==> config.mk <==
export PLATFORM = sky130hd
export DESIGN_NAME = wb_walker_master
export DESIGN_NICKNAME = d
export VERILOG_FILES = /design/src/rtl/wb_walker_pkg.sv /design/src/rtl/wb_ack_timer.sv /design/src/rtl/wb_walker_master.sv
export SDC_FILE = /design/constraint.sdc
export NUM_CORES = 1
export LEC_CHECK = 0
export ABC_AREA = 1
export BUFFER_PORTS_ARGS = -buffer_cell sky130_fd_sc_hd__buf_2
export CORE_MARGIN = 4
export CORE_UTILIZATION = 30
export CTS_CLUSTER_SIZE = 14
export DETAILED_ROUTE_END_ITERATION = 8
export PLACE_DENSITY = 0.54
export SYNTH_ARGS = -nofsm -noshare
export SYNTH_HDL_FRONTEND = slang
export SYNTH_SLANG_ARGS = --single-unit
export TNS_END_PERCENT = 30
==> constraint.sdc <==
create_clock -name i_clk -period 4.8 [get_ports i_clk]
set_input_delay 0.72 -clock i_clk [delete_from_list [all_inputs] [get_ports i_clk]]
set_output_delay 0.72 -clock i_clk [all_outputs]
set_load 0.05 [all_outputs]
==> src/rtl/wb_walker_pkg.sv <==
// Shared types and constants for the Wishbone LED-walker bus master.
package wb_walker_pkg;

    localparam int unsigned CNT_W = 8;
    localparam logic        WALKER_CTRL_ADDR   = 1'b0;
    localparam logic [31:0] DEFAULT_START_WORD = 32'h0000_0001;

    typedef enum logic [2:0] {
        ST_IDLE   = 3'd0,
        ST_WR_REQ = 3'd1,
        ST_WR_ACK = 3'd2,
        ST_GAP    = 3'd3,
        ST_RD_REQ = 3'd4,
        ST_RD_ACK = 3'd5
    } walker_state_e;

    // Saturating increment for the 8-bit bookkeeping counters.
    function automatic logic [CNT_W-1:0] sat_inc(input logic [CNT_W-1:0] v);
        return (v == {CNT_W{1'b1}}) ? v : v + CNT_W'(1);
    endfunction

endpackage

==> src/rtl/wb_ack_timer.sv <==
// Acknowledge watchdog: cleared when a strobe is accepted, counts waiting cycles,
// flags the cycle in which the next miss would reach LIMIT.
module wb_ack_timer
    import wb_walker_pkg::*;
#(
    parameter int unsigned LIMIT = 16
) (
    input  logic clk_i,
    input  logic rst_i,
    input  logic load_i,
    input  logic count_i,
    output logic expire_o
);

    logic [CNT_W-1:0] count_q, count_d;
    logic             expire_q, expire_d;

    always_comb begin
        count_d = count_q;
        if (load_i) begin
            count_d = '0;
        end else if (count_i) begin
            count_d = sat_inc(count_q);
        end
        expire_d = (count_d == CNT_W'(LIMIT - 1));
    end

    always_ff @(posedge clk_i or posedge rst_i) begin
        if (rst_i) begin
            count_q  <= '0;
            expire_q <= 1'b0;
        end else begin
            count_q  <= count_d;
            expire_q <= expire_d;
        end
    end

    assign expire_o = expire_q;

endmodule

==> src/rtl/wb_walker_master.sv <==
// Pipelined Wishbone initiator: writes the start word to the LED walker, then
// polls its status register until it reads back idle, a poll limit, or an ack timeout.
module wb_walker_master
    import wb_walker_pkg::*;
#(
    parameter int unsigned    DW          = 32,
    parameter logic [DW-1:0]  START_WORD  = DW'(DEFAULT_START_WORD),
    parameter int unsigned    POLL_GAP    = 4,
    parameter int unsigned    ACK_TIMEOUT = 16,
    parameter int unsigned    MAX_POLLS   = 64
) (
    input  logic          i_clk,
    input  logic          i_reset,
    input  logic          i_trigger,
    output logic          o_busy,
    output logic          o_done,
    output logic          o_err,
    output logic [7:0]    o_polls,
    output logic          o_cyc,
    output logic          o_stb,
    output logic          o_we,
    output logic          o_addr,
    output logic [DW-1:0] o_data,
    input  logic          i_stall,
    input  logic          i_ack,
    input  logic [DW-1:0] i_data
);

    walker_state_e    state_q, state_d;
    logic [CNT_W-1:0] gap_q, gap_d;
    logic [CNT_W-1:0] polls_q, polls_d;
    logic [DW-1:0]    data_q, data_d;
    logic             cyc_q, cyc_d;
    logic             stb_q, stb_d;
    logic             we_q, we_d;
    logic             busy_q, busy_d;
    logic             done_q, done_d;
    logic             err_q, err_d;

    logic accept;
    logic waiting;
    logic ack;
    logic timeout;
    logic expire;

    // Bus handshake qualifiers; acks outside an open request are never looked at.
    assign accept  = ((state_q == ST_WR_REQ) || (state_q == ST_RD_REQ)) && !i_stall;
    assign waiting = (state_q == ST_WR_ACK) || (state_q == ST_RD_ACK);
    assign ack     = (accept || waiting) && i_ack;
    assign timeout = waiting && !i_ack && expire;

    wb_ack_timer #(
        .LIMIT(ACK_TIMEOUT)
    ) u_ack_timer (
        .clk_i   (i_clk),
        .rst_i   (i_reset),
        .load_i  (accept),
        .count_i (waiting && !i_ack),
        .expire_o(expire)
    );

    always_comb begin
        state_d = state_q;
        gap_d   = '0;
        polls_d = polls_q;
        data_d  = data_q;
        done_d  = 1'b0;
        err_d   = 1'b0;

        unique case (state_q)
            ST_IDLE: begin
                if (i_trigger) begin
                    state_d = ST_WR_REQ;
                    polls_d = '0;
                    data_d  = START_WORD;
                end
            end
            ST_WR_REQ, ST_WR_ACK: begin
                if (ack) begin
                    state_d = ST_GAP;
                end else if (accept) begin
                    state_d = ST_WR_ACK;
                end else if (timeout) begin
                    state_d = ST_IDLE;
                    err_d   = 1'b1;
                end
            end
            ST_GAP: begin
                if (gap_q == CNT_W'(POLL_GAP - 1)) begin
                    state_d = ST_RD_REQ;
                    polls_d = sat_inc(polls_q);
                end else begin
                    gap_d = sat_inc(gap_q);
                end
            end
            ST_RD_REQ, ST_RD_ACK: begin
                if (ack) begin
                    // A zero status word means the walker has gone idle.
                    if (i_data == '0) begin
                        state_d = ST_IDLE;
                        done_d  = 1'b1;
                    end else if (polls_q == CNT_W'(MAX_POLLS)) begin
                        state_d = ST_IDLE;
                        err_d   = 1'b1;
                    end else begin
                        state_d = ST_GAP;
                    end
                end else if (accept) begin
                    state_d = ST_RD_ACK;
                end else if (timeout) begin
                    state_d = ST_IDLE;
                    err_d   = 1'b1;
                end
            end
            default: state_d = ST_IDLE;
        endcase

        cyc_d  = (state_d == ST_WR_REQ) || (state_d == ST_WR_ACK) ||
                 (state_d == ST_RD_REQ) || (state_d == ST_RD_ACK);
        stb_d  = (state_d == ST_WR_REQ) || (state_d == ST_RD_REQ);
        we_d   = (state_d == ST_WR_REQ) || (state_d == ST_WR_ACK);
        busy_d = (state_d != ST_IDLE);
    end

    always_ff @(posedge i_clk or posedge i_reset) begin
        if (i_reset) begin
            state_q <= ST_IDLE;
            gap_q   <= '0;
            polls_q <= '0;
            data_q  <= '0;
            cyc_q   <= 1'b0;
            stb_q   <= 1'b0;
            we_q    <= 1'b0;
            busy_q  <= 1'b0;
            done_q  <= 1'b0;
            err_q   <= 1'b0;
        end else begin
            state_q <= state_d;
            gap_q   <= gap_d;
            polls_q <= polls_d;
            data_q  <= data_d;
            cyc_q   <= cyc_d;
            stb_q   <= stb_d;
            we_q    <= we_d;
            busy_q  <= busy_d;
            done_q  <= done_d;
            err_q   <= err_d;
        end
    end

    assign o_busy  = busy_q;
    assign o_done  = done_q;
    assign o_err   = err_q;
    assign o_polls = polls_q;
    assign o_cyc   = cyc_q;
    assign o_stb   = stb_q;
    assign o_we    = we_q;
    assign o_addr  = WALKER_CTRL_ADDR;
    assign o_data  = data_q;

endmodule

* Word-level counts from Yosys, hierarchy flattened *
Index checks and enable logic that the tools add are counted.

storage, ports and cells
  register bits after elaboration = 35
  output and inout port bits = 47

operators by class
  $add $sub $neg = 3
  reductions and logical operators = 21
  eq/ne operators = 19
  mux-type cells = 30

operator list
  operator                                       count
  2-to-1 mux 8 bit                               9
  zero test 32 bit                               1
  adder 8 x 1 -> 8 bit, second input constant    3
  == test 8 bit, second input constant           3
  2-to-1 mux 3 bit                               7
  case mux 8 bit (2 select lines)                1
  == test 3 bit, second input constant           4
  case mux 3 bit (4 select lines)                1
  == test 3 x 2 -> 1 bit, second input constant  3
  2-to-1 mux 1 bit                               9
  == test 8 x 2 -> 1 bit, second input constant  1
  == test 8 x 4 -> 1 bit, second input constant  1
  == test 8 x 7 -> 1 bit, second input constant  1
  logical OR 1 bit                               7
  == test 3 x 1 -> 1 bit, second input constant  2
  inequality test 2 bit, second input constant   3
  logical AND 1 bit                              4
  2-to-1 mux 2 bit                               2
  AND reduction 4 bit                            1
  OR reduction 2 bit                             2
  zero test 3 bit                                1
  inequality test 3 bit, second input constant   1
  nonzero test 3 bit                             1
  zero test 1 bit                                2
  other kinds (3)                                3

* Depth between registers and ports, before layout *
Gate-level depths: netlist (run 1).

  word-level depth = 12
  mapped depth = 14
  depth with buffers taken out = 13

* By module *
From an unflattened synthesis (run 1), not the netlist that was laid out.

unflattened totals
  cells, all modules = 392
  area total of the unflattened synthesis = 2,702.6 sq um

modules (own cells, without submodules)
  module            times used  cells each  area an instance (sq um)  seq. area each (sq um)
  wb_walker_master  1           294         2,075.7                   650.6
  wb_ack_timer      1           98          626.9                     225.2

* Least setup slack after synthesis (run 1) *
Ideal clock, no wire load.

  path kind = register to register
  start = register polls_q[0] (netlist: o_polls[0])
  end = register polls_q[5] (netlist: o_polls[5])
  cell stages (with the launch flop) = 10
  slack = 2,961 ps
  clock period less this slack = 1,839 ps
  required time = 4,679 ps
  data arrival time = 1,718 ps
  library setup time = 121 ps
  cells stage by stage = dfrtp_1 -> ha_1 -> nand4_1 -> o21ai_1 -> nand2_2 -> nand2_4 -> nor2_4 -> nand2_2 -> xor2_1 -> nor2_1

on the way
  word-level cells in the longest chain between the ends = 4
  elaborated cells on any way between the ends = 7

ends and longest elaborated chain
  what                             RTL line                 source
  start, declared                  wb_walker_master.sv:31   logic [CNT_W-1:0] polls_q, polls_d;
  start signal, assigned           wb_walker_master.sv:140  polls_q <= polls_d;
  adder 8 x 1 -> 8 bit             wb_walker_pkg.sv:19      return (v == {CNT_W{1'b1}}) ? v : v + CNT_W'(1);
  2-to-1 mux 8 bit                 wb_walker_pkg.sv:19
  2-to-1 mux 8 bit                 wb_walker_master.sv:89   if (gap_q == CNT_W'(POLL_GAP - 1)) begin
  case mux 8 bit (2 select lines)  wb_walker_master.sv:70   unique case (state_q)

Several ways; a longest one is shown, not always the timed one. The select of a mux whose other input is x is not followed.
A chain may end at the register's enable or synchronous reset.

* Worst setup path after layout (run 1) *
  start = register u_ack_timer.count_q[0]
  end = register u_ack_timer.expire_q (netlist: u_ack_timer.expire_o)

on the way
  word-level cells in the longest chain between the ends = 5
  elaborated cells on any way between the ends = 6

ends and longest elaborated chain
  what                                                   RTL line             source
  start, declared                                        wb_ack_timer.sv:15   logic [CNT_W-1:0] count_q, count_d;
  start signal, assigned                                 wb_ack_timer.sv:33   count_q <= count_d;
  adder 8 x 1 -> 8 bit or == test 8 bit (tied branches)  wb_walker_pkg.sv:19
  2-to-1 mux 8 bit                                       wb_walker_pkg.sv:19
  2-to-1 mux 8 bit *                                     wb_ack_timer.sv:22   end else if (count_i) begin
  2-to-1 mux 8 bit *                                     wb_ack_timer.sv:20   if (load_i) begin
  == test 8 x 4 -> 1 bit *                               wb_ack_timer.sv:25   expire_d = (count_d == CNT_W'(LIMIT - 1));
  named net u_ack_timer.expire_d                         wb_ack_timer.sv:16   logic expire_q, expire_d;
  end signal, assigned                                   wb_ack_timer.sv:34   expire_q <= expire_d;
  end, declared                                          wb_ack_timer.sv:16

Mark *: on every way through the listed nets, which the timed path passes. The rest lies on a longest branch.

==> results of run 1 <==
-- synth_stat cells, types with 2 or more instances --
| library cell | instances |
|---|---|
| o21ai_0 | 17 |
| a21oi_1 | 5 |
| buf_4 | 33 |
| nand3_2 | 3 |
| o21ai_1 | 2 |
| nand2_4 | 2 |
| inv_2 | 5 |
| nor3b_1 | 3 |
| nor2_1 | 44 |
| ha_1 | 4 |
| or2_2 | 2 |
| inv_1 | 38 |
| dfrtp_1 | 35 |
| nand3_1 | 26 |
| nand4_1 | 4 |
| o31ai_1 | 3 |
| xor2_1 | 5 |
| nand2_2 | 9 |
| nor3_1 | 8 |
| nand2_1 | 51 |
-- per-layer routing --
| layer | track usage | up-vias | part of all wire | wire (um) |
|---|---|---|---|---|
| li1 | - | 1044 | - | - |
| met1 | 0.141 | 923 | 0.45 | 2280 |
| met2 | 0.189 | 29 | 0.51 | 2560 |
| met3 | 0.0252 | 5 | 0.037 | 189 |
| met4 | 0.0259 | 0 | 0.0061 | 31 |
| met5 | 0 | - | 0 | 0 |
-- logic make-up after synthesis --
family	after synthesis	synth area share
xor gates and xnor gates	6	0.0223
and+or+nand+nor	157	0.324
AOI/OAI and AO/OA	33	0.0807
other	1	0.00159
adders and majority gates	4	0.0212
buffers and inverters	78	0.178
DFF	35	0.372
-- layout make-up --
class                      count  area, um2  area share
sequential                    35        876       0.319
clock inverter                 2       60.1      0.0219
timing repair buffer          52        263      0.0958
multi-input combinational    232       1180       0.429
clock buffer                   6       72.6      0.0265
tap                          102        128      0.0465
inverter                      44        168      0.0611
-- flip-flops by register name, indices dropped and copies added, names as in the netlist --
signal / count
o_err: 1
gap_q: 8
u_ack_timer.expire_o: 1
u_ack_timer.count_q: 8
o_polls: 8
o_done: 1
state_q: 3
o_data: 1
o_we: 1
o_busy: 1
o_stb: 1
o_cyc: 1
-- per-stage QoR --
step	area, um2	power (uW)	std cells
5_1_grt	2740	1330	473
3_5_place_dp	2610	915	465
3_3_place_gp	2610	911	465
4_1_cts	2740	1240	473
2_1_floorplan	2470	833	345
6_report	2740	1220	473
-- worst paths after layout --
path,startpoint,end,slack (ns)
setup / recovery,u_ack_timer.count_q[0],u_ack_timer.expire_o,2.90
hold / removal,o_data[0],o_data[0],0.47
setup reg to reg,u_ack_timer.count_q[0],u_ack_timer.expire_o,2.90
hold reg to reg,o_data[0],o_data[0],0.47
max in group asynchronous,i_reset,gap_q[1],3.96
min in group asynchronous,i_reset,state_q[0],0.53
-- power by group --
group | switching [uW] | leakage (uW) | internal (uW)
combinational | 380 | 0.000896 | 139
clock | 112 | 0.0000654 | 208
sequential | 42.8 | 0.000469 | 342
-- worst max-delay path: cells and delay by family (launching register included) --
family | cells | cell delay [ns]
adder cells (fa/ha/maj) | 1 | 0.23
flip-flops | 1 | 0.39
AND/OR/NAND/NOR | 9 | 1.11
buffers and inverters | 1 | 0.10
==> run_results.csv, run 1 <==
group,metric,value,unit
die,start_util,0.306,
grt,grt_max_degree,36,
clocking,clk_latency,0.29,ns
die,fp-row-count,32,
routing,via_count,2001,
clocking,cts_sinks,35,
setup_path,startpoint_type,"register",
synthesis,synth_top_cell_area_share,0.372,
setup_path,worstSetupPathType,"register to register",
synthesis,syn_avg_cell_area,7.50,um2
setup_path,critical_path.max_fanout,6,
die,core,7690,um2
outcome,status,"finished, final reports clean",
clocking,clock_path_buffers,2,
synthesis,synth_largest_area_cell,"dfrtp_1",
setup_path,end_kind,"register",
finish,final_cell_mix,"51 x nand2_1, 51 x buf_2, 44 x nor2_1",
synthesis,synth_edf_count,0,
setup_path,crit_required,5.02,ns
setup_path,r2r_cells,11,
finish,nets,411,
clocking,clk_pin_slew_worst_paths,0.08,ns
synthesis,async_reset_ff_frac,1.00,
synthesis,syn_inst,314,
sta,fin_setup_tns,0,ns
synthesis,ys.flop_type,"dfrtp_1",
placed_design,dp.final_hpwl,3990,um
synthesis,ys_ff_latch,35,
routing,wirelength,5060,um
clocking,root_buffer,"clkbuf_8",
grt,grtUsageTotal,0.110,
routing,drt_first_pass_iters,4,
finish,syn_to_final_growth,16.4,%
clocking,post_cts_buffers,0,
die,die_area,9340,um2
grt,grt-ovfl-total,0,
setup_path,crit_top_cell,"nand3_1",
sta,report.final.slew_viol_count,0,
routing,viasPerCell,4.23,
setup_path,critical-path-max-stage-delay,0.39,ns
finish,n_antenna_cell,0,
clocking,cts_tree,"built",
sta,fin_hold_ws,0.467,ns
setup_path,arrival,2.13,ns
clocking,cts.repair.resized,0,
clocking,cts_hold_buf,0,
grt,antenna_found_initial,0,
grt,grt_pass1_wl,8770,um
synthesis,synthDistinctLibCells,35,
power_and_ir_drop,leakage,0.00143,uW
routing,initialDrtViolationCount,104,
clocking,htreeDepth,2,
sta,rsz0062_at_grt,"false",
sta,finalSetupViolations,0,
die,pin_count,84,
routing,route.detailed.drc,0,
die,die_w,96.6,um
min_path,hold_class,"register to register",
placed_design,gp_congestion,0.805,
power_and_ir_drop,peakVddDrop,212,uV
sta,skew,0.00554,ns
synthesis,yosys_warnings,0,
grt,grt_pass1_vias,1938,
sta,timing.final.crit_share,0.397,
die,die_h,96.6,um
power_and_ir_drop,power_density,446,nW/um2
flow_run,drv_cap,0,
clocking,cts_inserted_buffers,5,
finish,n_fill_cell,818,
synthesis,synth_area,2360,um2
min_path,holdPathStages,1,
setup_path,crit_chain,"ha_1 -> nand2_1 -> nor3_1 -> nand3_1 -> nand2_1 -> inv_1 -> nand3_1 -> nand3_1 -> nor2_1 -> nand3_1 -> nor2_1",
finish,utilization,0.357,
setup_path,slowest_stage,"dfrtp_1",
placed_design,dp_slack,2.80,ns
routing,ant_nets,0,
sta,finalWorstSetupSlack,2.90,ns
placed_design,port_buffers,51,
synthesis,synthTopCellsByArea,"dfrtp_1 37%, buf_4 11%, nand2_1 8.1%, nor2_1 7.0%, inv_1 6.1%",
finish,drive_above_1_share,0.237,
synthesis,synth_seq_area_share,0.372,
routing,wl_per_cell,10.7,um
sta,max_freq,0.525,GHz
sta,hold_viol,0,
sta,post-route-min-period,1.90,ns
Note: power is estimated with default switching activity, not from simulation.
==> run 2: changes to the inputs <==
--- a/config.mk
+++ b/config.mk
@@ -5,13 +5,13 @@
 export SDC_FILE = /design/constraint.sdc
 export NUM_CORES = 1
 export LEC_CHECK = 0
-export ABC_AREA = 1
+export ABC_AREA = 0
 export BUFFER_PORTS_ARGS = -buffer_cell sky130_fd_sc_hd__buf_2
 export CORE_MARGIN = 4
 export CORE_UTILIZATION = 30
 export CTS_CLUSTER_SIZE = 14
 export DETAILED_ROUTE_END_ITERATION = 8
-export PLACE_DENSITY = 0.54
+export PLACE_DENSITY = 0.56
 export SYNTH_ARGS = -nofsm -noshare
 export SYNTH_HDL_FRONTEND = slang
 export SYNTH_SLANG_ARGS = --single-unit
==> constraint.sdc (replaced) <==
create_clock -name i_clk -period 1.63 [get_ports i_clk]
set_input_delay 0.2445 -clock i_clk [delete_from_list [all_inputs] [get_ports i_clk]]
set_output_delay 0.2445 -clock i_clk [all_outputs]
set_load 0.05 [all_outputs]
==> run 2 against run 1 <==
  * The flow now finishes with violations (negative setup slack)
  * Critical path type unchanged
  * Hold slack worse by 0.40 ns
  * Clock-buffer cell count is 2 higher
  * Synthesized cell count is 17% lower
  * Via count is 12% higher
==> run_results.csv, run 2 <==
group,metric,value,unit
clocking,cts_sinks,35,
synthesis,synthDistinctLibCells,57,
grt,antenna_found_initial,0,
clocking,cts_tree,"built",
setup_path,crit_chain,"or3b_4 -> a21o_1 -> or4b_4 -> mux2i_4 -> nand2_2 -> nor4_2",
outcome,failed_checks,"negative setup slack",
synthesis,async_reset_ff_frac,1.00,
sta,rsz0062_at_grt,"true",
finish,syn_to_final_growth,48.7,%
routing,wirelength,5900,um
clocking,root_buffer,"clkbuf_8",
setup_path,critical_path.max_fanout,4,
setup_path,critical-path-max-stage-delay,0.50,ns
flow_run,drv_cap,0,
synthesis,synth_seq_area_share,0.379,
setup_path,crit_required,1.82,ns
clocking,cts_hold_buf,0,
routing,wl_per_cell,12.1,um
setup_path,startpoint_type,"register",
power_and_ir_drop,peakVddDrop,703,uV
routing,viasPerCell,4.57,
sta,timing.final.crit_share,1.23,
setup_path,worstSetupPathType,"register to register",
routing,initialDrtViolationCount,68,
finish,drive_above_1_share,0.451,
grt,grtUsageTotal,0.130,
clocking,htreeDepth,2,
die,start_util,0.314,
sta,finalWorstSetupSlack,-0.368,ns
synthesis,syn_avg_cell_area,8.86,um2
finish,final_cell_mix,"69 x buf_4, 51 x buf_2, 32 x conb_1",
clocking,clk_latency,0.28,ns
routing,via_count,2237,
sta,max_freq,0.500,GHz
grt,grt_pass1_wl,9640,um
placed_design,dp_slack,-0.355,ns
die,fp-row-count,31,
die,core,7370,um2
synthesis,synth_top_cell_area_share,0.379,
finish,layout_commonest_cell,"buf_4",
synthesis,synth_largest_area_cell,"dfrtp_1",
synthesis,ys_ff_latch,35,
routing,ant_nets,0,
finish,n_antenna_cell,0,
sta,finalSetupViolations,27,
setup_path,slowest_stage,"or4b_4",
placed_design,dp.cells,475,
routing,drt_first_pass_iters,4,
routing,route.detailed.drc,0,
finish,utilization,0.467,
clocking,clk_pin_slew_worst_paths,0.07,ns
sta,skew,0.00409,ns
setup_path,reg2reg_slack,-0.37,ns
grt,grt-ovfl-total,0,
die,pin_count,84,
grt,grt_max_degree,36,
outcome,status,"complete, but fails checks",
synthesis,yosysMostFrequentCell,"dfrtp_1",
sta,hold_viol,0,
clocking,cts_inserted_buffers,5,
synthesis,yosys_warnings,0,
sta,report.final.slew_viol_count,0,
sta,post-route-min-period,2.00,ns
synthesis,synthTopCellsByArea,"dfrtp_1 38%, buf_4 10%, nor2_1 4.5%, xor2_1 3.8%, nand2_1 3.1%",
placed_design,port_buffers,51,
setup_path,end_kind,"register",
placed_design,dp.final_hpwl,4480,um
synthesis,synth_edf_count,0,
finish,final_cells,489,
synthesis,syn_inst,261,
placed_design,gp_congestion,0.820,
power_and_ir_drop,power_density,1230,nW/um2
grt,grt_pass1_vias,2148,
synthesis,ys.flop_type,"dfrtp_1",
min_path,hold_class,"input pin to async pin",
die,die_h,95.8,um
synthesis,synth_area,2310,um2
die,die_w,95.8,um
die,die_area,9180,um2
power_and_ir_drop,leakage,0.00169,uW
clocking,clock_path_buffers,2,
setup_path,arrival,2.18,ns
synthesis,ys_top_cells_by_count,"35 x dfrtp_1, 32 x buf_4, 28 x nor2_1",
finish,nets,430,
## run 2: cell count changes in the layout (fill, tap and decap cells not counted), sizes merged, moves of 7 or more
cell / before / now
buf: 52 / 127
nand2: 62 / 20
inv: 44 / 11
nand3: 29 / 9
nor2: 47 / 28
o21ai: 20 / 8
nor4: 0 / 11
nand2b: 0 / 7
## run 2: final timing paths
kind,from,to,depth (start not counted)
worst max-delay path,state_q[2],u_ack_timer.expire_o,6
worst min-delay path,i_reset,o_err,3
worst max register to register,state_q[2],u_ack_timer.expire_o,6
worst min register to register,o_data[0],o_data[0],1
max in group asynchronous,i_reset,o_polls[3],3
min in group i_clk,i_ack,o_err,3
## run 2: kinds of logic after synthesis
kind of cell,after synthesis,synth area share
and+or+nand+nor,117,0.276
buffers and inverters,48,0.130
AOI/OAI and AO/OA,36,0.108
DFF,35,0.379
xor gates and xnor gates,15,0.0568
muxes,5,0.0270
adders and majority gates,4,0.0216
other,1,0.00162
## run 2: report_power, final
| group | total, uW | switching (uW) | leakage [uW] | internal (uW) |
|---|---|---|---|---|
| sequential | 1110 | 81.2 | 0.000456 | 1030 |
| combinational | 2450 | 1360 | 0.00119 | 1090 |
| clock | 688 | 302 | 0.0000515 | 386 |
## run 2: metal layers
metal / GRT usage / vias to the layer above / share of wire
met3: 0.0266 / 2 / 0.042
met5: 0 / - / 0
met1: 0.181 / 1072 / 0.46
met2: 0.213 / 46 / 0.49
met4: 0.0213 / 0 / 0.0029
li1: - / 1117 / -
## run 2: timing repair
action / CTS / global route
pin swaps: 6 / 6
setup endpoints to repair: 27 / 34
setup buffers: 2 / 4
resized for setup: 22 / 20
gates cloned: 0 / 0
## run 2: worst max-delay path, delay by kind of cell (launching register included)
kind	cells	cell delay, ns
and+or+nand+nor	4	1.13
DFF	1	0.41
AOI/OAI and AO/OA	1	0.18
muxes	1	0.18
## run 2: area by class of cell
| cell class | count | area, um2 |
|---|---|---|
| Sequential cell | 35 | 881 |
| Multi-Input combinational cell | 209 | 1440 |
| Clock buffer | 8 | 100 |
| Fill cell | 715 | 3930 |
| Timing Repair Buffer | 127 | 852 |
| Tap cell | 99 | 124 |
| Inverter | 11 | 41.3 |
## run 2: stage by stage
stage	TNS [ns]	instance area (um2)	total power (uW)	hold WS, ns
3_5_place_dp	-5.32	3110	3170	0.389
4_1_cts	-4.62	3320	4090	0.0791
2_1_floorplan	-2.83	2460	2440	0.399
6_report	-4.91	3440	4240	0.0673
5_1_grt	-7.51	3440	4570	0.104
3_3_place_gp	-4.79	3110	3150	0.377
==> run 3: changes to the inputs <==
--- a/config.mk
+++ b/config.mk
@@ -6,7 +6,7 @@
 export NUM_CORES = 1
 export LEC_CHECK = 0
 export ABC_AREA = 0
-export BUFFER_PORTS_ARGS = -buffer_cell sky130_fd_sc_hd__buf_2
+export BUFFER_PORTS_ARGS = -buffer_cell sky130_fd_sc_hd__buf_4
 export CORE_MARGIN = 4
 export CORE_UTILIZATION = 30
 export CTS_CLUSTER_SIZE = 14
==> run 3 against run 2 <==
  * The flow still finishes with violations (negative setup slack)
  * Critical endpoint is now o_cyc
  * Die area unchanged
  * Global-route usage up 0.27 points
  * Critical path type unchanged
  * Clock skew is 0.0093 ns higher
  * Clock-buffer cell count fell by 1
  * Clock power is 1% lower
  * Combinational power about the same
  * Register-to-register slack improved by 0.03 ns
  * Highest routed layer unchanged
  * Final cell count fell by 1.8%
  * Hold slack worse by 0.026 ns
  * Flip-flop and latch count did not move
  * Fmax is 1.4% higher
  * Total power fell by 0.89%
==> run_results.csv, run 3 (synthesis gave the netlist of run 2 again) <==
group,metric,value,unit
sta,rsz0062_at_grt,"true",
setup_path,slowest_stage,"or4_4",
routing,route.detailed.drc,0,
sta,max_freq,0.507,GHz
sta,skew,0.0134,ns
setup_path,crit_chain,"or4_4 -> o21ai_4 -> o211a_1 -> a31oi_1 -> buf_4 -> a21oi_4 -> mux2i_1",
finish,n_antenna_cell,0,
die,fp-row-count,31,
setup_path,crit_required,1.80,ns
clocking,clock_path_buffers,2,
sta,report.final.slew_viol_count,0,
power_and_ir_drop,finalPower,4200,uW
die,die_h,95.8,um
finish,n_fill_cell,743,
finish,syn_to_final_growth,49.7,%
setup_path,critical-path-max-stage-delay,0.57,ns
die,die_w,95.8,um
setup_path,arrival,2.14,ns
routing,wirelength,5980,um
routing,drt_first_pass_iters,4,
routing,via_count,2138,
min_path,hold_class,"input pin to async pin",
die,start_util,0.314,
finish,utilization,0.470,
sta,hold_viol,0,
die,core,7370,um2
setup_path,worstSetupPathType,"register to register",
clocking,clk_pin_slew_worst_paths,0.08,ns
placed_design,dp.final_hpwl,4470,um
clocking,cts_inserted_buffers,5,
grt,antenna_found_initial,0,
clocking,root_buffer,"clkbuf_8",
setup_path,end_kind,"register",
grt,grt_pass1_vias,2113,
outcome,status,"complete, but fails checks",
placed_design,gp_congestion,0.851,
die,die_area,9180,um2
grt,grt_max_degree,36,
grt,grt_pass1_wl,9630,um
finish,final_cells,480,
routing,wl_per_cell,12.5,um
placed_design,dp_slack,-0.375,ns
flow_run,drv_cap,0,
sta,timing.final.crit_share,1.21,
sta,finalSetupViolations,31,
clocking,cts_sinks,35,
power_and_ir_drop,power_density,1210,nW/um2
power_and_ir_drop,leakage,0.00168,uW
finish,nets,421,
finish,layout_commonest_cell,"buf_4",
outcome,failed_checks,"negative setup slack",
routing,ant_nets,0,
setup_path,critical_path.max_fanout,5,
placed_design,dp.cells,469,
routing,viasPerCell,4.45,
sta,fin_setup_tns,-4.78,ns
setup_path,startpoint_type,"register",
finish,final_cell_mix,"115 x buf_4, 32 x conb_1, 31 x dfrtp_1",
sta,post-route-min-period,1.97,ns
placed_design,port_buffers,51,
clocking,clk_latency,0.30,ns
die,pin_count,84,
sta,finalWorstSetupSlack,-0.341,ns
routing,initialDrtViolationCount,86,
clocking,htreeDepth,2,
power_and_ir_drop,peakVddDrop,618,uV
grt,grtUsageTotal,0.133,
finish,drive_above_1_share,0.441,
clocking,cts_tree,"built",
grt,grt-ovfl-total,0,
[run 3: through the flow]
stage | instance area, um2 | hold WS [ns]
5_1_grt | 3460 | 0.0894
6_report | 3460 | 0.0411
3_5_place_dp | 3190 | 0.394
4_1_cts | 3410 | 0.0588
3_3_place_gp | 3190 | 0.390
2_1_floorplan | 2460 | 0.399
[run 3: path summary, 6_finish.rpt]
| kind | start | slack, ns | cells past startpoint | endpoint |
|---|---|---|---|---|
| min in group i_clk | i_ack | 0.37 | 3 | o_err |
| setup reg to reg | gap_q[4] | -0.34 | 7 | o_cyc |
| hold reg to reg | o_data[0] | 0.48 | 1 | o_data[0] |
| hold / removal | i_reset | 0.04 | 3 | o_err |
| setup / recovery | gap_q[4] | -0.34 | 7 | o_cyc |
| max in group asynchronous | i_reset | 1.23 | 3 | o_polls[3] |
[run 3: what timing repair did]
| item | CTS | global route |
|---|---|---|
| setup endpoints to repair | 26 | 34 |
| pin swaps | 6 | 4 |
| hold buffers | 0 | 0 |
| setup buffers | 2 | 1 |
| resized for setup | 23 | 14 |
[run 3: area by class of cell]
type                            count  area, um2  area share
Timing Repair Buffer              118        897       0.259
Clock buffer                        7       86.3      0.0249
Multi-Input combinational cell    209       1430       0.413
Inverter                           11       41.3      0.0119
Sequential cell                    35        881       0.254
Clock inverter                      1       5.00     0.00145
Tap cell                           99        124      0.0358
[run 3: worst max-delay path, delay by kind of cell (launching register included)]
family	cells	cell delay [ns]
AOI/OAI and AO/OA	4	0.62
buffers and inverters	1	0.17
DFF	1	0.38
muxes	1	0.10
and+or+nand+nor	1	0.57
[run 3: where the power goes]
group | total [uW] | switching, uW | internal, uW | leakage (uW)
sequential | 1110 | 80.7 | 1030 | 0.000456
combinational | 2420 | 1320 | 1100 | 0.00117
clock | 680 | 339 | 341 | 0.0000482
[run 3: per-layer routing]
| metal | track usage | up-vias | wire length (um) |
|---|---|---|---|
| met5 | 0 | - | 0 |
| met4 | 0.0462 | 0 | 63 |
| met3 | 0.0235 | 7 | 270 |
| met2 | 0.211 | 48 | 2920 |
| met1 | 0.182 | 987 | 2730 |
| li1 | - | 1096 | - |
